==> src/rtl/spcpu_prefetch_unit_pkg.sv <==
// Shared types and constants for the spcpu instruction prefetch unit.
package pkg_prefetch;

    typedef enum logic [1:0] {
        ST_IDLE,
        ST_REQ,
        ST_DISCARD
    } fetch_state_t;

    localparam int HW_BYTES   = 2;
    localparam int WORD_BYTES = 4;

    // Width of an occupancy counter that must represent 0..depth inclusive.
    function automatic int count_width(input int depth);
        return $clog2(depth + 1);
    endfunction

endpackage

==> src/rtl/spcpu_prefetch_unit_fifo.sv <==
// Halfword circular buffer feeding the instruction decode; pops up to two entries per cycle.
module prefetch_hw_fifo
    import pkg_prefetch::*;
#(
    parameter int WORD_WIDTH = 16,
    parameter int DEPTH      = 4,
    localparam int CW        = count_width(DEPTH),
    localparam int PW        = $clog2(DEPTH)
) (
    input  logic                  clk,
    input  logic                  reset,
    input  logic                  push,
    input  logic [WORD_WIDTH-1:0] push_data,
    input  logic [1:0]            pop_cnt,
    input  logic                  flush,
    output logic [WORD_WIDTH-1:0] head0,
    output logic [WORD_WIDTH-1:0] head1,
    output logic [CW-1:0]         count
);

    logic [WORD_WIDTH-1:0] mem [DEPTH];
    logic [PW-1:0]         rd_ptr;
    logic [PW-1:0]         wr_ptr;

    // Pointer advance modulo DEPTH, which need not be a power of two.
    function automatic logic [PW-1:0] ptr_add(input logic [PW-1:0] p, input logic [1:0] n);
        int s;
        s = int'(p) + int'(n);
        if (s >= DEPTH) s = s - DEPTH;
        return PW'(s);
    endfunction

    always_ff @(posedge clk) begin
        if (reset || flush) begin
            rd_ptr <= '0;
            wr_ptr <= '0;
            count  <= '0;
        end else begin
            if (push) wr_ptr <= ptr_add(wr_ptr, 2'd1);
            rd_ptr <= ptr_add(rd_ptr, pop_cnt);
            count  <= count + CW'(push) - CW'(pop_cnt);
        end
    end

    // NOTE: storage is deliberately not reset; count gates every use of its contents.
    always_ff @(posedge clk) begin
        if (push) mem[wr_ptr] <= push_data;
    end

    assign head0 = mem[rd_ptr];
    assign head1 = mem[ptr_add(rd_ptr, 2'd1)];

endmodule

==> src/rtl/spcpu_prefetch_unit.sv <==
// Decoupled instruction fetch front end: request/ack memory port in, 16/32-bit instructions out.
module spcpu_prefetch_unit
    import pkg_prefetch::*;
#(
    parameter int                    ADDR_WIDTH = 16,
    parameter int                    WORD_WIDTH = 16,
    parameter int                    DEPTH      = 4,
    parameter logic [ADDR_WIDTH-1:0] RESET_PC   = '0,
    parameter logic [WORD_WIDTH-1:0] LONG_MASK  = 16'hf000,
    parameter logic [WORD_WIDTH-1:0] LONG_MATCH = 16'hf000
) (
    input  logic                  clk,
    input  logic                  reset,
    output logic                  mem_req,
    output logic [ADDR_WIDTH-1:0] mem_addr,
    input  logic                  mem_ack,
    input  logic [WORD_WIDTH-1:0] mem_rdata,
    output logic                  instr_valid,
    input  logic                  instr_ready,
    output logic [WORD_WIDTH-1:0] instr_hi,
    output logic [WORD_WIDTH-1:0] instr_lo,
    output logic                  instr_is_32,
    output logic [ADDR_WIDTH-1:0] instr_pc,
    input  logic                  redirect_valid,
    input  logic [ADDR_WIDTH-1:0] redirect_pc
);

    localparam int CW = count_width(DEPTH);

    fetch_state_t          state, state_next;
    logic [ADDR_WIDTH-1:0] fetch_pc, fetch_pc_next;
    logic [ADDR_WIDTH-1:0] instr_pc_next, mem_addr_next;
    logic [WORD_WIDTH-1:0] head0, head1;
    logic [CW-1:0]         count;
    logic [CW:0]           count_next;
    logic [1:0]            pop_cnt;
    logic                  push, consume, has_space;

    prefetch_hw_fifo #(
        .WORD_WIDTH(WORD_WIDTH),
        .DEPTH     (DEPTH)
    ) u_fifo (
        .clk      (clk),
        .reset    (reset),
        .push     (push),
        .push_data(mem_rdata),
        .pop_cnt  (pop_cnt),
        .flush    (redirect_valid),
        .head0    (head0),
        .head1    (head1),
        .count    (count)
    );

    // NOTE: state and PC registers use non-blocking assignments; all next values come from the comb blocks.
    always_ff @(posedge clk) begin
        if (reset) begin
            state    <= ST_IDLE;
            mem_req  <= 1'b0;
            mem_addr <= RESET_PC;
            fetch_pc <= RESET_PC;
            instr_pc <= RESET_PC;
        end else begin
            state    <= state_next;
            mem_req  <= (state_next != ST_IDLE);
            mem_addr <= mem_addr_next;
            fetch_pc <= fetch_pc_next;
            instr_pc <= instr_pc_next;
        end
    end

    // A request is only launched when the halfword it returns is sure to find a free slot.
    always_comb begin
        state_next    = state;
        fetch_pc_next = fetch_pc;
        instr_pc_next = instr_pc;
        mem_addr_next = mem_addr;
        if (consume)
            instr_pc_next = instr_pc + (instr_is_32 ? ADDR_WIDTH'(WORD_BYTES) : ADDR_WIDTH'(HW_BYTES));
        unique case (state)
            ST_IDLE: begin
                if (!redirect_valid && has_space) begin
                    state_next    = ST_REQ;
                    mem_addr_next = fetch_pc;
                end
            end
            ST_REQ: begin
                if (redirect_valid) begin
                    state_next = mem_ack ? ST_IDLE : ST_DISCARD;
                end else if (mem_ack) begin
                    fetch_pc_next = fetch_pc + ADDR_WIDTH'(HW_BYTES);
                    if (has_space) mem_addr_next = fetch_pc_next;
                    else           state_next    = ST_IDLE;
                end
            end
            ST_DISCARD: begin
                if (mem_ack) state_next = ST_IDLE;
            end
            default: state_next = ST_IDLE;
        endcase
        if (redirect_valid) begin
            fetch_pc_next = redirect_pc & ~ADDR_WIDTH'(1);
            instr_pc_next = redirect_pc & ~ADDR_WIDTH'(1);
        end
    end

    always_comb begin
        instr_is_32 = ((head0 & LONG_MASK) == LONG_MATCH);
        instr_valid = ((count != '0) && !instr_is_32) || (count >= CW'(2));
        instr_hi    = head0;
        instr_lo    = instr_is_32 ? head1 : '0;
        consume     = instr_valid && instr_ready && !redirect_valid;
        pop_cnt     = 2'd0;
        if (consume) pop_cnt = instr_is_32 ? 2'd2 : 2'd1;
        push        = (state == ST_REQ) && mem_ack && !redirect_valid;
        count_next  = {1'b0, count} + (CW+1)'(push) - (CW+1)'(pop_cnt);
        has_space   = (count_next < (CW+1)'(DEPTH));
    end

endmodule

==> config.mk <==
export PLATFORM = sky130hd
export DESIGN_NAME = spcpu_prefetch_unit
export DESIGN_NICKNAME = d
export VERILOG_FILES = /design/src/rtl/spcpu_prefetch_unit_pkg.sv /design/src/rtl/spcpu_prefetch_unit_fifo.sv /design/src/rtl/spcpu_prefetch_unit.sv
export SDC_FILE = /design/constraint.sdc
export NUM_CORES = 1
export LEC_CHECK = 0
export CAP_MARGIN = 20
export CORE_ASPECT_RATIO = 0.8
export CORE_MARGIN = 2
export CORE_UTILIZATION = 50
export CTS_CLUSTER_DIAMETER = 60
export DETAILED_ROUTE_END_ITERATION = 7
export PLACE_DENSITY = 0.76
export SLEW_MARGIN = 20
export SYNTH_ARGS = -nofsm -noshare
export SYNTH_HDL_FRONTEND = slang
export SYNTH_SLANG_ARGS = --single-unit
==> constraint.sdc <==
create_clock -name clk -period 4.7 [get_ports clk]
set_input_delay 0.94 -clock clk [delete_from_list [all_inputs] [get_ports clk]]
set_output_delay 0.94 -clock clk [all_outputs]
set_load 0.05 [all_outputs]
Word level (Yosys, flattened, before mapping)
Memories as Yosys holds them, arrays and structs flattened. A register that Yosys moved wholly into a read port is not among the register bits.
Index checks and enable logic that the tools add are counted.
Widths: inputs -> output; s select.

word-level totals
  word-level logic and storage cells = 83
  flip-flop bits (word level) = 58
  memories kept = 1
  output and inout bits = 67
  bits of input ports = 37
  bits in writable memories = 64

memory list
  name        depth  width  rd ports  clocked after memory_dff  write ports  RTL line                        source
  u_fifo.mem  4      16     2         1                         1            spcpu_prefetch_unit_fifo.sv:21  logic [WORD_WIDTH-1:0] mem [DEPTH];

cells by class
  order comparisons = 5
  muxes and demuxes = 27
  add/subtract/negate cells = 12
  equality and inequality tests = 7
  reductions and logical operators = 21

operators with widths
  kind                   number
  $mux 16                10
  $pmux 16 s2            1
  $mux 2                 12
  $add 16x2->16 const B  1
  $add 16x3->16          1
  $reduce_bool 2->1      5
  $ge 3x3->1 const B     3
  $ne 2x2->1 const B     4
  $add 2x1->3 const B    2
  $logic_and 1x1->1      6
  $pmux 2 s3             1
  $sub 2x1->2 const B    3
  $reduce_and 5->1       1
  $add 3x1->4            1
  $eq 4x4->1 const B     1
  $lt 4x3->1 const B     1
  $reduce_and 2->1       2
  $sub 4x2->4            1
  $add 2x2->3            1
  $add 3x1->3            1
  $ge 3x2->1 const B     1
  $mux 3                 1
  $reduce_bool 3->1      1
  $sub 3x2->3            1
  7 further kinds        10

Longest topological paths before layout
Gate-level depths: netlist of run 1.

  word-level depth = 14
  depth in mapped cells = 15
  depth with buffers taken out = 12

Cells and area by module
Synthesis of run 1 repeated with hierarchy kept, for this count alone.

unflattened totals
  cells, all modules = 474
  area, all modules = 5953.2 µm²

modules (own cells, without submodules)
  module               cells an instance  seq. area each (µm²)  times used  area an instance (µm²)
  prefetch_hw_fifo     146                2062.0                1           3163.0
  spcpu_prefetch_unit  328                960.9                 1           2790.2

Worst setup path before layout of run 1
No wires, ideal clock.

  path type = register to register
  start = reg u_fifo.rd_ptr[0] (netlist name)
  end = reg mem_addr[11]
  required time = 4.609 ns
  path buffers = 3
  data arrival time = 3.972 ns
  period minus slack after synthesis = 4.063 ns
  setup time = 0.091 ns
  slack = 0.637 ns
  stages on the path, launching flop included = 16
  cells stage by stage = dfxtp_1 -> buf_6 -> mux4_2 -> nand4_1 -> inv_1 -> clkbuf_1 -> nand2_1 -> ha_1 -> inv_1 -> fa_1 -> nor2b_1 -> a21oi_1 -> o22ai_1 -> clkbuf_1 -> a21oi_1 -> a311oi_1

RTL lines
  element               RTL line                   source
  end signal, assigned  spcpu_prefetch_unit.sv:65  mem_addr <= mem_addr_next;
  end, declared         spcpu_prefetch_unit.sv:15  output logic [ADDR_WIDTH-1:0] mem_addr,

==> results.md, run 1 <==
* Area leader, netlist: edfxtp_1
* 1st-iter DRT viols at around 200
* # fillers at about 870
* Flop2flop setup slack at approximately 0.47 ns
* Critical Path RT at roughly 5 ns
* Worst Path Max Fanout at 31
* Nets@finish at 630
* Mapped cell area at 5870 um2
* Synth async-reset ratio at 0%
* Initial antenna violation count at 0
* Global-route wire length before repair at ~21000 um
* Die area at roughly 13000 um2
* Final hold violations at 0
* Synth cell types at 47
* Wire length per cell at between 15 and 20 um
* Crit Path Class: register to register
* Fmax at 236 MHz
* Max Cap Viol at 0
* Place WS at around 0.47 ns
* Hold bufs inserted after CTS at 0
* Die Y at around 100 um
* H-Tree Depth at 4
* Pin count of the biggest net entering global routing at 32
* RSZ-0062 raised after global routing: no
* Clock Skews at 0.00798 ns
* Grt ovf at 0
* PwrDens at approximately 360 nW/um2
* Element type at the critical path end: register
* Pins Over Slew Limit at 0
* Vias in the first global route at 4180
* VDD IR max at 0.353 mV
* Die width at 125 um
* Sequential fraction of the synthesis area at between 50% and 60%
* Largest cells by area after synthesis: edfxtp_1 33%, dfxtp_1 19%, mux4_2 12%
* Setup-failing EPs final at 0
* Hold crit path type: register to register
* Core area at 11500 um2
* Cell area after layout at 7560 um2
* Skew-Pair Late Insertion Delay at about 0.42 ns
* CTS Buffer Depth at 2
* Status: complete, no violations
* Multi-input logic area at approximately 2600 um2
* Total track usage at 21.4%
* Setup Buffers After CTS at 0
* RePlAce Congestion at roughly 0.88
* Reg clk slew, reported paths at roughly 0.06 ns
* Top-area cell type share of the netlist area at 32.8%
* Ports at about 100
* FP Rows at 35
* Register area at 3020 um2
* Post_cts resized at 0
* Final WL at 13100 um
* Clock root cell: clkbuf_16
* Final Cycle Share at between 80 and 90%
* Final worst slack at between 0.4 and 0.5 ns
* Synth Register Bits at 119
* Number of synthesized flops with an enable pin at between 60 and 70
* # port buffers at 100
* Clk sink count at approximately 120
* Vias per std cell at 5.63
* Routed vias at 4169
* Leakage Power at between 2 and 3 nW
* Starting Density at between 50% and 60%
* Worst Setup Start Kind: register
* Syn. warnings at 0
* Mapped Cells at around 490
* Minimum clock period at between 4 and 5 ns
* Sum of negative setup slack at 0 ns
* Pre-antenna DRT Iters at 5
* DP Wirelength at between 9000 and 10000 um
* DRC viols at 0
* Layout Area Growth over Synthesis at 29.0%
* Critical Path AT at 4.53 ns
* CTS tree: built
* Top FF cell, synth: edfxtp_1
* Antenna Nets Post-Route at 0
* Fraction of layout cells with a size suffix above 1 at around 17%
* Layout Cells excl Fill at 741
* Mapped Avg Cell Area at ~12 um2
* Antenna cells at 0
* Dpl cell area at 6980 um2
* Tightest Pin Transition at about 1 ns
* Slew HR at about a third
* Num CTS Buffers at 17
* Placed cells at 709
final timing paths:
kind,startpoint,endpoint,cells after the start
worst max register to register,u_fifo.rd_ptr[0]$_SDFF_PP0_,mem_addr[7]$_SDFFE_PP0P_,13
worst min-delay path,mem_addr[3]$_SDFFE_PP0P_,mem_addr[3]$_SDFFE_PP0P_,2
worst max-delay path,u_fifo.rd_ptr[0]$_SDFF_PP0_,mem_addr[7]$_SDFFE_PP0P_,13
worst min register to register,mem_addr[3]$_SDFFE_PP0P_,mem_addr[3]$_SDFFE_PP0P_,2
kinds of logic (layout without fill, tap and decap cells):
kind of cell	after synthesis	count (layout)	share of synthesized area, %
DFF	119	119	51.5
and+or+nand+nor	119	119	10.5
muxes	35	35	12.8
adders and majority gates	13	13	3.03
AOI/OAI and AO/OA	101	101	12.3
other	1	2	0.0639
buffers and inverters	60	167	4.22
xor gates and xnor gates	37	37	5.52
through the flow:
| stage | hold slack, ns | total power (W) | utilization [%] |
|---|---|---|---|
| floorplan | 0.487 | 0.00135 | - |
| finish | 0.513 | 0.00269 | 65.9 |
| global route | 0.540 | 0.00278 | 65.9 |
| CTS | 0.517 | 0.00271 | 65.9 |
| global placement | 0.502 | 0.00145 | 60.9 |
| detailed placement | 0.510 | 0.00146 | 60.9 |
synthesized netlist by cell type (all sizes together), types with 2 or more instances:
| master | instances |
|---|---|
| xor2 | 8 |
| a211oi | 8 |
| o21bai | 3 |
| buf | 6 |
| mux4 | 32 |
| and2 | 23 |
| nor3 | 12 |
| mux2i | 3 |
| nand2 | 14 |
| and4 | 2 |
| clkbuf | 29 |
| nand4 | 8 |
| o21ai | 3 |
| or2 | 4 |
| nand3 | 11 |
| xnor2 | 29 |
| fa | 2 |
| a311oi | 16 |
| nand2b | 2 |
| ha | 11 |
| nor2 | 28 |
| a211o | 4 |
| edfxtp | 64 |
| and3 | 6 |
| a21oi | 40 |
| nor2b | 6 |
| inv | 25 |
| a21boi | 17 |
| dfxtp | 55 |
| nand3b | 2 |
layer usage:
metal / part of all wire (%) / up-vias / track usage (%)
met5: 0 / - / 0
met4: 0.97 / 0 / 6.67
met3: 4.4 / 13 / 5.68
met2: 51 / 100 / 36.8
met1: 44 / 2061 / 26.7
li1: - / 1995 / -
area by class of cell:
type / instances / share of cell area [%]
sequential: 119 / 40.0
multi-input combinational: 307 / 34.5
timing repair buffer: 110 / 14.2
clock buffer: 17 / 5.62
tap: 148 / 2.45
clock inverter: 15 / 2.05
inverter: 25 / 1.24
cells in the final DEF (no fill, tap or decap), drive strengths merged, types with 8 or more instances in the layout:
cell type | Yosys | layout
clkdlybuf4s50 | 0 | 83
edfxtp | 64 | 64
dfxtp | 55 | 55
a21oi | 40 | 40
mux4 | 32 | 32
xnor2 | 29 | 29
nor2 | 28 | 28
inv | 25 | 27
buf | 6 | 27
and2 | 23 | 23
clkbuf | 29 | 17
a21boi | 17 | 17
a311oi | 16 | 16
nand2 | 14 | 14
nor3 | 12 | 12
nand3 | 11 | 11
ha | 11 | 11
nand4 | 8 | 8
xor2 | 8 | 8
a211oi | 8 | 8
critical path: stages (launching register included):
cell and delay, ns:
dfxtp_2 0.62, mux4_2 0.37, nand4_1 0.32, inv_1 0.66, nand2_1 0.13, ha_1 0.33
inv_1 0.06, fa_1 0.43, nor2b_1 0.20, a21oi_1 0.12, o22ai_2 0.16, buf_4 0.31
a21oi_1 0.10, a311oi_1 0.28
sequential cells by signal (all words and copies together) (netlist names):
register / count
u_fifo.mem: 64
u_fifo.rd_ptr: 2
u_fifo.wr_ptr: 2
u_fifo.count: 3
instr_pc: 15
fetch_pc: 15
mem_req: 1
mem_addr: 15
state: 2
power by group:
part,total (W),switching [W],internal [W]
logic,0.000276,0.000163,0.000113
clock network,0.00126,0.000477,0.000779
registers,0.00116,0.0000328,0.00113
total,0.00269,0.000673,0.00202
(Power assumes the default switching activity.)
==> run 2: changes to the inputs <==
--- a/config.mk
+++ b/config.mk
@@ -7,3 +7,3 @@
 export LEC_CHECK = 0
-export CAP_MARGIN = 20
+export CAP_MARGIN = 40
 export CORE_ASPECT_RATIO = 0.8
@@ -13,3 +13,3 @@
 export DETAILED_ROUTE_END_ITERATION = 7
-export PLACE_DENSITY = 0.76
+export DONT_BUFFER_PORTS = 1
 export SLEW_MARGIN = 20
--- a/constraint.sdc
+++ b/constraint.sdc
@@ -3,2 +3,2 @@
 set_output_delay 0.94 -clock clk [all_outputs]
-set_load 0.05 [all_outputs]
+set_load 0.005 [all_outputs]
==> results.md, run 2 (synthesis results as in run 1) <==
* Status: complete, no violations (unchanged)
* Minimum clock period at 3.83 ns (was 4.23 ns)
* Clk sink count at 119 (unchanged)
* Worst hold path stage count at 2 (unchanged)
* Vias per std cell at 5.90 (was 5.63)
* Total track usage at 20.3% (was 21.4%)
* Routed vias at 3797 (was 4169)
* Layout Area Growth over Synthesis at 13.8% (was 29.0%)
* Num CTS Buffers at 17 (unchanged)
* DP Wirelength at 8590 um (was 9040 um)
* Final hold slack at 0.525 ns (was 0.513 ns)
* Pin count of the biggest net entering global routing at 36 (was 32)
* Die area at 12600 um2 (unchanged)
* Hold Path Sink: mem_addr[3]$_SDFFE_PP0P_ (unchanged)
* Antenna cells at 0 (unchanged)
* # fillers at 956 (was 871)
* Slew HR at 51.4% (was 33.1%)
* Pins Over Slew Limit at 0 (unchanged)
* Worst Setup Start Kind: register (unchanged)
* Reg-to-Reg End: mem_addr[6]$_SDFFE_PP0P_ (was mem_addr[7]$_SDFFE_PP0P_)
* Leakage Power at 2.22 nW (was 2.58 nW)
* Wire length per cell at 19.3 um (was 17.7 um)
* Fmax at 261 MHz (was 236 MHz)
* Pwr Total at 0.00265 W (was 0.00269 W)
* PwrDens at 397 nW/um2 (was 356 nW/um2)
* CTS tree: built (unchanged)
* Final hold violations at 0 (unchanged)
* Tightest Pin Transition at 0.728 ns (was 1.00 ns)
* Worst Reg-to-Reg Cells at 13 (unchanged)
* Final Cycle Share at 81.4% (was 90.0%)
* Multi-input logic area at 2610 um2 (unchanged)
* Die Y at 101 um (unchanged)
* Setup-failing EPs final at 0 (unchanged)
* Crit Path Class: register to register (unchanged)
* Hold_sp: mem_addr[3]$_SDFFE_PP0P_ (unchanged)
* Vias in the first global route at 3746 (was 4180)
* Cell area after layout at 6680 um2 (was 7560 um2)
* VDD IR max at 0.228 mV (was 0.353 mV)
* Setup Buffers After CTS at 0 (unchanged)
* Max Cap Viol at 0 (unchanged)
* Starting Density at 51.1% (unchanged)
* CTS Buffer Depth at 2 (unchanged)
* FP Rows at 35 (unchanged)
* Core area at 11500 um2 (unchanged)
* Worst Path Max Fanout at 31 (unchanged)
* Hold crit path type: register to register (unchanged)
* Critical Path AT at 4.14 ns (was 4.53 ns)
* Nets@finish at 533 (was 630)
* RePlAce Congestion at 0.839 (was 0.878)
* Fraction of layout cells with a size suffix above 1 at 17.3% (was 17.2%)
* Critical Path RT at 5.01 ns (was 5.00 ns)
* Pre-antenna DRT Iters at 4 (was 5)
* 1st-iter DRT viols at 150 (was 205)
* Die width at 125 um (unchanged)
* Reg2reg start: u_fifo.rd_ptr[1]$_SDFF_PP0_ (was u_fifo.rd_ptr[0]$_SDFF_PP0_)
* H-Tree Depth at 4 (unchanged)
* Largest Register: u_fifo.mem (unchanged)
* Antenna Nets Post-Route at 0 (unchanged)
* Element type at the critical path end: register (unchanged)
* DRC viols at 0 (unchanged)
* Final WL at 12400 um (was 13100 um)
* Register area at 3020 um2 (unchanged)
* Initial antenna violation count at 0 (unchanged)
* RSZ-0062 raised after global routing: no (unchanged)
* Commonest non-fill, non-tap cell in the layout: edfxtp_1 (was clkdlybuf4s50_1)
* Reg clk slew, reported paths at 0.06 ns (about the same)
* Grt ovf at 0 (unchanged)
* Dpl cell area at 6030 um2 (was 6980 um2)
* Clock root cell: clkbuf_16 (unchanged)
* Most frequent cells in the layout: 64 x edfxtp_1, 54 x dfxtp_1, 40 x a21oi_1, 32 x mux4_2, 29 x xnor2_1 (was 83 x clkdlybuf4s50_1, 64 x edfxtp_1, 54 x dfxtp_1, 40 x a21oi_1, 32 x mux4_2)
* Post_cts resized at 0 (unchanged)
* Clock Skews at 0.00670 ns (was 0.00798 ns)
* Sum of negative setup slack at 0 ns (unchanged)
* # port buffers at 0 (was 100)
* Skew-Pair Late Insertion Delay at 0.40 ns (was 0.42 ns)
* Max FFs per register at 64 (unchanged)
* Global-route wire length before repair at 19700 um (was 20800 um)
* Hold bufs inserted after CTS at 0 (unchanged)
* Flop2flop setup slack at 0.87 ns (was 0.47 ns)
* Ports at 104 (unchanged)
-- run 2: cell type report --
| type | count | share of cell area (%) |
|---|---|---|
| sequential | 119 | 45.3 |
| tap | 148 | 2.77 |
| clock buffer | 17 | 6.37 |
| timing repair buffer | 13 | 1.91 |
| multi-input combinational | 307 | 39.1 |
| inverter | 25 | 1.41 |
| clock inverter | 15 | 3.13 |
-- run 2: critical path, cell delays in order, from the launching register on --
cell	delay [ns]
dfxtp_1	0.78
mux4_2	0.41
nand4_1	0.34
inv_1	0.17
nand2_1	0.07
ha_1	0.30
inv_1	0.06
fa_1	0.44
nor2b_1	0.21
a21oi_1	0.11
o22ai_2	0.16
buf_4	0.32
a21oi_1	0.12
a311oi_1	0.25
-- run 2: power breakdown --
group | switching [W] | total [W] | internal [W]
clock | 0.000450 | 0.00138 | 0.000931
sequential | 0.0000372 | 0.00117 | 0.00113
combinational | 0.0000498 | 0.000100 | 0.0000507
-- run 2: worst max path at each step --
stage | from | to | slack [ns] | cells after the start
floorplan | instr_ready | mem_addr[11]$_SDFFE_PP0P_ | 1.19 | 13
global placement | u_fifo.rd_ptr[1]$_SDFF_PP0_ | mem_addr[15]$_SDFFE_PP0P_ | 1.03 | 13
detailed placement | u_fifo.rd_ptr[1]$_SDFF_PP0_ | mem_addr[6]$_SDFFE_PP0P_ | 0.87 | 13
CTS | u_fifo.rd_ptr[1]$_SDFF_PP0_ | mem_addr[6]$_SDFFE_PP0P_ | 0.86 | 13
global route | u_fifo.rd_ptr[1]$_SDFF_PP0_ | mem_addr[14]$_SDFFE_PP0P_ | 0.52 | 13
finish | u_fifo.rd_ptr[1]$_SDFF_PP0_ | mem_addr[6]$_SDFFE_PP0P_ | 0.87 | 13
-- run 2: layer usage --
metal	track usage, %	up-vias	routed length [um]
li1	-	1794	-
met1	27.8	1891	5690
met2	30.5	99	5660
met3	6.16	13	842
met4	8.55	0	216
met5	0	-	0
-- run 2: through the flow --
stage          setup WS (ns)  utilization [%]  cells
5_1_grt                0.524             58.2    644
6_report               0.874             58.2    644
4_1_cts                0.860             58.1    643
2_1_floorplan           1.19                -    486
3_3_place_gp            1.03             52.1    607
3_5_place_dp           0.869             52.6    611
==> run 3: changes to the inputs <==
- clock period: 4.7 -> 3.71 ns (I/O delays scaled with it)
==> results.md, run 3 (synthesis results as in run 1) <==
* H-Tree Depth at 4 (unchanged)
* Grt met2 use at 31.2% (was 30.5%)
* Reg2reg start: u_fifo.rd_ptr[0]$_SDFF_PP0_ (was u_fifo.rd_ptr[1]$_SDFF_PP0_)
* Reg clk slew, reported paths at 0.05 ns (was 0.06 ns)
* Pwr Total at 0.00327 W (was 0.00265 W)
* Tightest Pin Transition at 0.704 ns (was 0.728 ns)
* Hold_sp: reset (was mem_addr[3]$_SDFFE_PP0P_)
* Sum of negative setup slack at 0 ns (unchanged)
* Routed vias at 3840 (was 3797)
* Slowest stage cell, crit path: mux4_2 (was dfxtp_1)
* Final worst slack at 0.349 ns (was 0.874 ns)
* Antenna Nets Post-Route at 0 (unchanged)
* Max FFs per register at 64 (unchanged)
* Pins Over Slew Limit at 0 (unchanged)
* Crit-path max cell delay at 0.60 ns (was 0.78 ns)
* Most frequent cells in the layout: 64 x edfxtp_1, 54 x dfxtp_1, 40 x a21oi_1, 32 x mux4_2, 29 x xnor2_1 (unchanged)
* Max Cap Viol at 0 (unchanged)
* Clk sink count at 119 (unchanged)
* Hold Path Sink: mem_addr[15]$_SDFFE_PP0P_ (was mem_addr[3]$_SDFFE_PP0P_)
* RSZ-0062 raised after global routing: no (unchanged)
* Core area at 11500 um2 (unchanged)
* Pre-antenna DRT Iters at 5 (was 4)
* Status: complete, no violations (unchanged)
* DP Wirelength at 8850 um (was 8590 um)
* # port buffers at 0 (unchanged)
* Largest Register: u_fifo.mem (unchanged)
* Place WS at 0.335 ns (was 0.869 ns)
* Global route hottest layer: met2 (unchanged)
* Commonest non-fill, non-tap cell in the layout: edfxtp_1 (unchanged)
* Hold bufs inserted after CTS at 0 (unchanged)
* Fmax at 298 MHz (was 261 MHz)
* Switch share at 20.5% (was 20.3%)
* Vias per std cell at 5.94 (was 5.90)
* Post_cts resized at 0 (unchanged)
* CP Cell Sequence: mux4_2 > nand4_1 > a21oi_1 > nor2_1 > ha_1 > inv_1 > fa_1 > nor2b_1 > a21oi_1 > o22ai_2 > buf_4 > a21oi_1 > a311oi_1 (was mux4_2 > nand4_1 > inv_1 > nand2_1 > ha_1 > inv_1 > fa_1 > nor2b_1 > a21oi_1 > o22ai_2 > buf_4 > a21oi_1 > a311oi_1)
* Hold crit path type: input port to register (was register to register)
* VDD IR max at 0.324 mV (was 0.228 mV)
* Starting Density at 51.1% (unchanged)
* Die Y at 101 um (unchanged)
* Critical Path RT at 4.02 ns (was 5.01 ns)
* Clock root cell: clkbuf_16 (unchanged)
* Cell area after layout at 6660 um2 (was 6680 um2)
* M3 GR Usage at 6.95% (was 6.16%)
* CTS Buffer Depth at 2 (unchanged)
* Critical Path AT at 3.68 ns (was 4.14 ns)
* Grt ovf at 0 (unchanged)
* Vias in the first global route at 3892 (was 3746)
* Setup Buffers After CTS at 0 (unchanged)
* Total track usage at 20.7% (was 20.3%)
* Flop2flop setup slack at 0.35 ns (was 0.87 ns)
* CTS tree: built (unchanged)
* Final WL at 12600 um (was 12400 um)
* GR Util met1 at 27.9% (was 27.8%)
* Dpl cell area at 6070 um2 (was 6030 um2)
* Clk network pwr share at 50.8% (was 52.2%)
* Crit Path Class: register to register (unchanged)
* Wire length per cell at 19.4 um (was 19.3 um)
* Fraction of layout cells with a size suffix above 1 at 17.3% (about the same)
* DRC viols at 0 (unchanged)
* Initial antenna violation count at 0 (unchanged)
* 1st-iter DRT viols at 206 (was 150)
* Skew-Pair Late Insertion Delay at 0.41 ns (was 0.40 ns)
* Pin count of the biggest net entering global routing at 36 (unchanged)
* Logic pwr share at 4.0% (was 3.8%)
* Final Cycle Share at 90.6% (was 81.4%)
* Slew HR at 53.0% (was 51.4%)
* Leakage Power at 2.22 nW (about the same)
* Sequential power share at 45.3% (was 44.0%)
* Most used cell, CP: a21oi_1
* FP Rows at 35 (unchanged)
* Antenna cells at 0 (unchanged)
* Switch Pwr at 0.000670 W (was 0.000537 W)
* Worst Reg-to-Reg Cells at 13 (unchanged)
* Minimum clock period at 3.36 ns (was 3.83 ns)
* PwrDens at 491 nW/um2 (was 397 nW/um2)
* Global-route wire length before repair at 20000 um (was 19700 um)
* # fillers at 970 (was 956)
* Die area at 12600 um2 (unchanged)
* Int Power at 0.00260 W (was 0.00211 W)
* Multi-input logic area at 2610 um2 (unchanged)
* Worst hold path stage count at 1 (was 2)
* Num CTS Buffers at 17 (unchanged)
* Worst Setup Start Kind: register (unchanged)
* Layout Area Growth over Synthesis at 13.5% (was 13.8%)
* Worst Path Max Fanout at 31 (unchanged)
* Setup-failing EPs final at 0 (unchanged)
* Clock Skews at 0.00797 ns (was 0.00670 ns)
* Die width at 125 um (unchanged)
* Nets@finish at 537 (was 533)
* Register area at 3020 um2 (unchanged)
* Element type at the critical path end: register (unchanged)
* RePlAce Congestion at 0.838 (was 0.839)
* Reg-to-Reg End: mem_addr[13]$_SDFFE_PP0P_ (was mem_addr[6]$_SDFFE_PP0P_)
* Final hold violations at 0 (unchanged)
* Ports at 104 (unchanged)
-- run 3: metrics by stage --
stage          hold WS (ns)  util [%]  std cells
2_1_floorplan         0.487         -        486
3_3_place_gp          0.499      52.4        612
3_5_place_dp          0.517      52.9        616
4_1_cts               0.384      58.0        646
5_1_grt               0.383      58.0        646
6_report              0.407      58.0        646
-- run 3: power groups by stage --
stage / registers [W] / logic (W) / clock network, W
4_1_cts: 0.00148 / 0.000131 / 0.00168
3_5_place_dp: 0.00151 / 0.000130 / 0
3_3_place_gp: 0.00150 / 0.000125 / 0
5_1_grt: 0.00148 / 0.000146 / 0.00174
6_report: 0.00148 / 0.000129 / 0.00166
2_1_floorplan: 0.00149 / 0.000116 / 0
-- run 3: worst max-delay path by stage --
stage,cells past startpoint,endpoint,start,slack [ns]
after global placement,13,mem_addr[15]$_SDFFE_PP0P_,u_fifo.rd_ptr[0]$_SDFF_PP0_,0.46
final,13,mem_addr[13]$_SDFFE_PP0P_,u_fifo.rd_ptr[0]$_SDFF_PP0_,0.35
after global routing,13,mem_addr[5]$_SDFFE_PP0P_,u_fifo.rd_ptr[0]$_SDFF_PP0_,0.05
after detailed placement,13,mem_addr[7]$_SDFFE_PP0P_,u_fifo.rd_ptr[0]$_SDFF_PP0_,0.34
after floorplan,15,mem_addr[11]$_SDFFE_PP0P_,u_fifo.rd_ptr[0]$_SDFF_PP0_,0.29
after CTS,13,mem_addr[7]$_SDFFE_PP0P_,u_fifo.rd_ptr[0]$_SDFF_PP0_,0.32
-- run 3: layout make-up --
type	count	area share, %
Clock inverter	12	2.40
Sequential cell	119	45.4
Tap cell	148	2.78
Inverter	25	1.41
Timing Repair Buffer	17	2.37
Clock buffer	18	6.44
Multi-Input combinational cell	307	39.2
-- run 3: routing by layer --
metal | vias up | share of wire, %
li1 | 1804 | -
met4 | 0 | 1.5
met5 | - | 0
met1 | 1934 | 47
met3 | 15 | 5.9
met2 | 87 | 46
-- run 3: critical path: cells and delay by family, from the launching register on --
family	cells	cell delay [ns]
multiplexers	1	0.60
AO/OA/AOI/OAI	5	0.73
adder cells (fa/ha/maj)	2	0.58
flip-flops	1	0.47
AND/OR/NAND/NOR	3	0.48
buffers and inverters	2	0.38
==> RTL change 1: new RTL, config.mk and constraints of run 1 <==
Re-encode `fetch_state_t` (3 states) as one-hot, 3 bits wide.
--- a/src/rtl/spcpu_prefetch_unit_pkg.sv
+++ b/src/rtl/spcpu_prefetch_unit_pkg.sv
@@ -1,10 +1,10 @@
 // Shared types and constants for the spcpu instruction prefetch unit.
 package pkg_prefetch;
 
-    typedef enum logic [1:0] {
-        ST_IDLE,
-        ST_REQ,
-        ST_DISCARD
+    typedef enum logic [2:0] {
+        ST_IDLE    = 3'b001,
+        ST_REQ     = 3'b010,
+        ST_DISCARD = 3'b100
     } fetch_state_t;
 
     localparam int HW_BYTES   = 2;
Behaviour: no difference found for any inputs over 4 cycles, from zero or initial values and one cycle with reset high; so few cycles prove little.
==> RTL change 1 against run 1 <==
- total power increased by 1.2%
- core utilization increased by 1.9 points
- global-route usage increased by 0.32 points
- non-clock buffer count unchanged
- sequential cell count increased by 1
- worst setup slack got worse by 75 ps
- wire length decreased by 1.1%
- synthesized area increased by 0.21%
- first-iteration DRC count increased by 12%
- final area increased by 2.9%
- count of clock-buffer cells in the layout unchanged
- largest cell class unchanged
- highest routed layer unchanged
==> RTL change 1: results (changes against run 1) <==
stage,metric,value,unit,change
timing,worst_pin_slew,1001,ps,was 999.7 ps
routing,wl,13.00,mm,was 13.14 mm
grt,track_usage,21.68,%,was 21.36%
clock_network,cts-htree-levels,4,,unchanged
timing,finalClockSkew,7.952,ps,was 7.980 ps
run_status,run_status,finished clean,,unchanged
yosys,synthFlopType,edfxtp_1,,unchanged
yosys,synth_common_cells,"edfxtp_1, dfxtp_1, nor2_1",,"was edfxtp_1, dfxtp_1, a21oi_1"
cells_and_area,layout.nets,640,,was 630
routing,wl_met2,6.501,mm,was 6.688 mm
yosys,yosysUniqueCellTypes,49,,was 47
grt,grt_max_degree,35,,was 32
routing,m1WireLength,5.555,mm,was 5.745 mm
worst_setup_path,critPathArrivalTime,4610,ps,was 4530 ps
cells_and_area,regMostFlops,u_fifo.mem,,unchanged
grt,grt_pass1_wl,21.05,mm,was 20.82 mm
yosys,ys_top_cells_by_area,"edfxtp_1, dfxtp_1, mux4_2",,unchanged
routing,drtIter0Drc,230,,was 205
power_and_ir_drop,leakagePower,2.654,nW,was 2.582 nW
worst_setup_path,cp_max_fo,30,,was 31
cells_and_area,drive_gt1_share,17.14,%,was 17.20%
cells_and_area,largest_register_ffs,64,,unchanged
grt,grt_pass1_vias,4171,,was 4180
routing,avgViaCountPerCell,5.489,,was 5.626
clock_network,cts_setup_buffers,0,,unchanged
yosys,ys_seq_area_share,51.77,%,was 51.54%
placement,gp_congestion,0.8055,,was 0.8775
placement,hpwl,9.214,mm,was 9.041 mm
yosys,synth_warnings,0,,unchanged
routing,met3_length,753,um,was 581 um
## RTL change 1: cell families (layout without fill, tap and decap cells)
group | after synthesis | after routing | synth area share, %
xor+xnor | 44 | 44 | 6.556
fa+ha+maj | 15 | 15 | 3.448
mux | 32 | 32 | 12.26
other cells | 1 | 2 | 0.06380
simple gates | 139 | 139 | 12.26
buf+inv | 59 | 169 | 4.321
flops | 120 | 120 | 51.77
compound gates | 80 | 80 | 9.323
## RTL change 1: worst max-delay path: stages
cell and delay [ps]:
clkdlybuf4s50_1 520, nor2b_1 280, a21oi_1 70, nor3_1 270
ha_1 290, inv_1 50, ha_1 170, inv_1 70
fa_1 410, nor2b_1 180, a21oi_1 110, o22a_1 280
a2111oi_4 400, buf_12 220, nor2_1 50, a211oi_1 280
## RTL change 1: metal layers
metal	global-route usage, %	up-vias
met2	35.87	114
met3	6.369	15
met5	0	-
li1	-	1974
met1	27.55	2008
met4	7.692	0
## RTL change 1: layout make-up
cell class | count | area (um^2)
tap | 148 | 185.2
inverter | 27 | 101.3
multi-input combinational | 312 | 2597
fill | 818 | 3689
sequential | 120 | 3044
clock buffer | 17 | 425.4
clock inverter | 15 | 165.2
timing repair buffer | 110 | 1266
## RTL change 1: metrics by stage
| stage | setup WS [ps] | std cells | instance area, um^2 | hold WS, ps |
|---|---|---|---|---|
| 3_3_place_gp | 240.8 | 716 | 7189 | 475.8 |
| 5_1_grt | 118.5 | 749 | 7785 | 522.9 |
| 2_1_floorplan | 295.5 | 491 | 5882 | 465.8 |
| 6_report | 396.1 | 749 | 7785 | 496.7 |
| 4_1_cts | 406.3 | 748 | 7780 | 501.7 |
| 3_5_place_dp | 38.69 | 716 | 7189 | 493.7 |
## RTL change 1: power by group
part           switching [mW]  leakage, nW  internal, mW  total [mW]
clock                   0.495        0.278         0.790        1.29
combinational           0.161         1.34         0.110       0.271
sequential             0.0337         1.04          1.14        1.17
total                   0.689         2.65          2.04        2.73
## RTL change 1: path summary, 6_finish.rpt
kind	start	to	slack, ps	cells past startpoint
min reg2reg	mem_addr[10]	mem_addr[10]	500	2
max	instr_ready	mem_addr[14]	400	16
min	mem_addr[10]	mem_addr[10]	500	2
max reg2reg	u_fifo.rd_ptr[0]	mem_addr[14]	450	16
==> RTL change 2: new RTL, settings of run 1 <==
Made on the original files. `WORD_WIDTH` is set to 16 in 2 places; all go to 18.
--- a/src/rtl/spcpu_prefetch_unit_fifo.sv
+++ b/src/rtl/spcpu_prefetch_unit_fifo.sv
@@ -2,7 +2,7 @@
 module prefetch_hw_fifo
     import pkg_prefetch::*;
 #(
-    parameter int WORD_WIDTH = 16,
+    parameter int WORD_WIDTH = 18,
     parameter int DEPTH      = 4,
     localparam int CW        = count_width(DEPTH),
     localparam int PW        = $clog2(DEPTH)
--- a/src/rtl/spcpu_prefetch_unit.sv
+++ b/src/rtl/spcpu_prefetch_unit.sv
@@ -3,7 +3,7 @@
     import pkg_prefetch::*;
 #(
     parameter int                    ADDR_WIDTH = 16,
-    parameter int                    WORD_WIDTH = 16,
+    parameter int                    WORD_WIDTH = 18,
     parameter int                    DEPTH      = 4,
     parameter logic [ADDR_WIDTH-1:0] RESET_PC   = '0,
     parameter logic [WORD_WIDTH-1:0] LONG_MASK  = 16'hf000,
Ports: changed (resized instr_hi, instr_lo and mem_rdata); port bits go from 104 to 110. The function was not compared with the original's and may differ.
==> RTL change 2 against run 1 <==
- critical path depth shrank 7
- synthesized area grew 6.9%
- non-clock buffer count grew 9
- combinational power is essentially flat
- total power is essentially flat
- die area grew 6.6%
- synthesized cell count grew 7.4%
- first-iteration DRC count grew 40%
- sequential power grew 7%
- sequential cell count grew 8
- worst setup slack gained 110 ps
- wire length grew 7.2%
- final area grew 6.3%
- register-to-register slack gained 180 ps
==> RTL change 2: results (changes against run 1) <==
stage,metric,value,unit,change
clock_network,cts_resized,0,,unchanged
grt,track_usage,21.89,%,was 21.36%
routing,post_drt_wl_per_cell,17.39,um,was 17.74 um
grt,antenna_found_initial,0,,unchanged
routing,first_pass_iters,4,,was 5
cells_and_area,antennaDiodeCount,0,,unchanged
clock_network,path_clk_slew,60,ps,about the same
clock_network,insertion_delay,410,ps,
worst_setup_path,reg2reg_depth,12,,was 13
worst_hold_path,hold_depth,2,,unchanged
clock_network,cts-root-buf,clkbuf_16,,unchanged
yosys,ys_seq_area_share,52.05,%,was 51.54%
routing,drc_errors,0,,unchanged
yosys,synth_warnings,0,,unchanged
grt,grt_max_degree,32,,unchanged
timing,max-slew-margin-rel,39.73,%,was 33.14%
cells_and_area,regMostFlops,u_fifo.mem,,unchanged
worst_setup_path,cp_max_fo,21,,was 31
timing,final-setup-viol-count,0,,unchanged
yosys,syn_inst,521,,was 485
power_and_ir_drop,peakVddDrop,0.2301,mV,was 0.3531 mV
grt,grt_pass1_vias,4461,,was 4180
timing,finalClockSkew,11.96,ps,was 7.980 ps
placement,gp_congestion,0.8811,,was 0.8775
yosys,yosysUniqueCellTypes,52,,was 47
placement,placed_area,0.007505,mm^2,was 0.006984 mm^2
placement,port_buffers,106,,was 100
cells_and_area,largest_register_ffs,72,,was 64
clock_network,cts_setup_buffers,0,,unchanged
power_and_ir_drop,leakagePower,2.654,nW,was 2.582 nW
run_status,run_status,finished clean,,unchanged
yosys,ys_async_sr_fraction,0,%,unchanged
clock_network,cts-htree-levels,4,,unchanged
routing,drtIter0Drc,288,,was 205
yosys,synth_edf_count,72,,was 64
cells_and_area,layout.nets,678,,was 630
routing,avgViaCountPerCell,5.585,,was 5.626
placement,placed_cells,778,,was 709
power_and_ir_drop,p_sw,699.0,uW,was 673.4 uW
cells_and_area,drive_gt1_share,13.46,%,was 17.20%
worst_setup_path,critPathArrivalTime,3180,ps,was 4530 ps
placement,hpwl,9.858,mm,was 9.041 mm
routing,wl,14.09,mm,was 13.14 mm
clock_network,cts-buffers-inserted,17,,unchanged
power_and_ir_drop,seq_power_share,45.9,%,was 43.1%
clock_network,ctsLongestPathBuffers,2,,unchanged
yosys,ys_top_cells_by_area,"edfxtp_1, dfxtp_1, mux4_2",,unchanged
grt,grt_pass1_wl,22.86,mm,was 20.82 mm
worst_hold_path,hp-class,flip-flop to flip-flop,,unchanged
yosys,synthFlopType,edfxtp_1,,unchanged
yosys,synth_common_cells,"edfxtp_1, dfxtp_1, nand2_1",,"was edfxtp_1, dfxtp_1, a21oi_1"
-- RTL change 2: changes by cell type in the layout (fill, tap and decap cells not counted), sizes merged, moves of 5 or more --
cell	run 1	this run
a211oi	8	22
a21boi	17	11
a21oi	40	33
a22oi	1	6
a311oi	16	2
buf	27	13
clkdlybuf4s50	83	106
edfxtp	64	72
inv	27	22
nand2	14	36
o21ai	3	8
xor2	8	13
-- RTL change 2: worst paths after layout --
| check | slack [ps] | endpoint | from |
|---|---|---|---|
| max | 580 | instr_lo[14] | u_fifo.rd_ptr[0] |
| min | 520 | mem_addr[6] | mem_addr[6] |
| max reg2reg | 650 | mem_addr[2] | u_fifo.rd_ptr[0] |
| min reg2reg | 520 | mem_addr[6] | mem_addr[6] |
-- RTL change 2: cells by family after synthesis --
group	Yosys count	synth area share, %
flops	127	52.05
mux	39	13.47
buf+inv	51	3.313
other cells	1	0.05981
fa+ha+maj	13	2.834
simple gates	147	11.91
xor+xnor	38	5.308
compound gates	105	11.06
-- RTL change 2: per-layer routing --
layer	vias up	routed length [um]	GRT usage, %
li1	2168	-	-
met1	2207	6320	30.94
met2	141	6833	33.57
met3	8	795	4.835
met4	0	136	7.453
met5	-	0	0
-- RTL change 2: area by class of cell --
class	count	area [um^2]
Clock buffer	17	425.4
Clock inverter	15	112.6
Fill cell	928	4164
Inverter	17	63.81
Multi-Input combinational cell	344	2803
Sequential cell	127	3266
Tap cell	171	214.0
Timing Repair Buffer	119	1159
-- RTL change 2: power groups by stage --
stage | combinational, mW | sequential, mW | clock [mW]
6_report | 0.277 | 1.24 | 1.18
2_1_floorplan | 0.108 | 1.32 | 0
4_1_cts | 0.278 | 1.24 | 1.20
3_5_place_dp | 0.277 | 1.26 | 0
5_1_grt | 0.297 | 1.24 | 1.25
3_3_place_gp | 0.272 | 1.26 | 0
-- RTL change 2: worst max-delay path, stage by stage (launching register included) --
cell and delay [ps]:
dfxtp_2 530, mux4_1 710, nand4_1 310, inv_1 110, buf_4 230, and2_1 170
clkdlybuf4s50_1 700
-- RTL change 2: metrics by stage --
step                util [%]  hold WS [ps]  setup WS [ps]
finish                 65.89         516.6          583.6
global route           65.89         549.6          294.2
CTS                    65.89         522.3          553.3
detailed placement     61.48         515.4          333.3
global placement       61.48         501.0          439.3
floorplan                  -         486.7          131.1
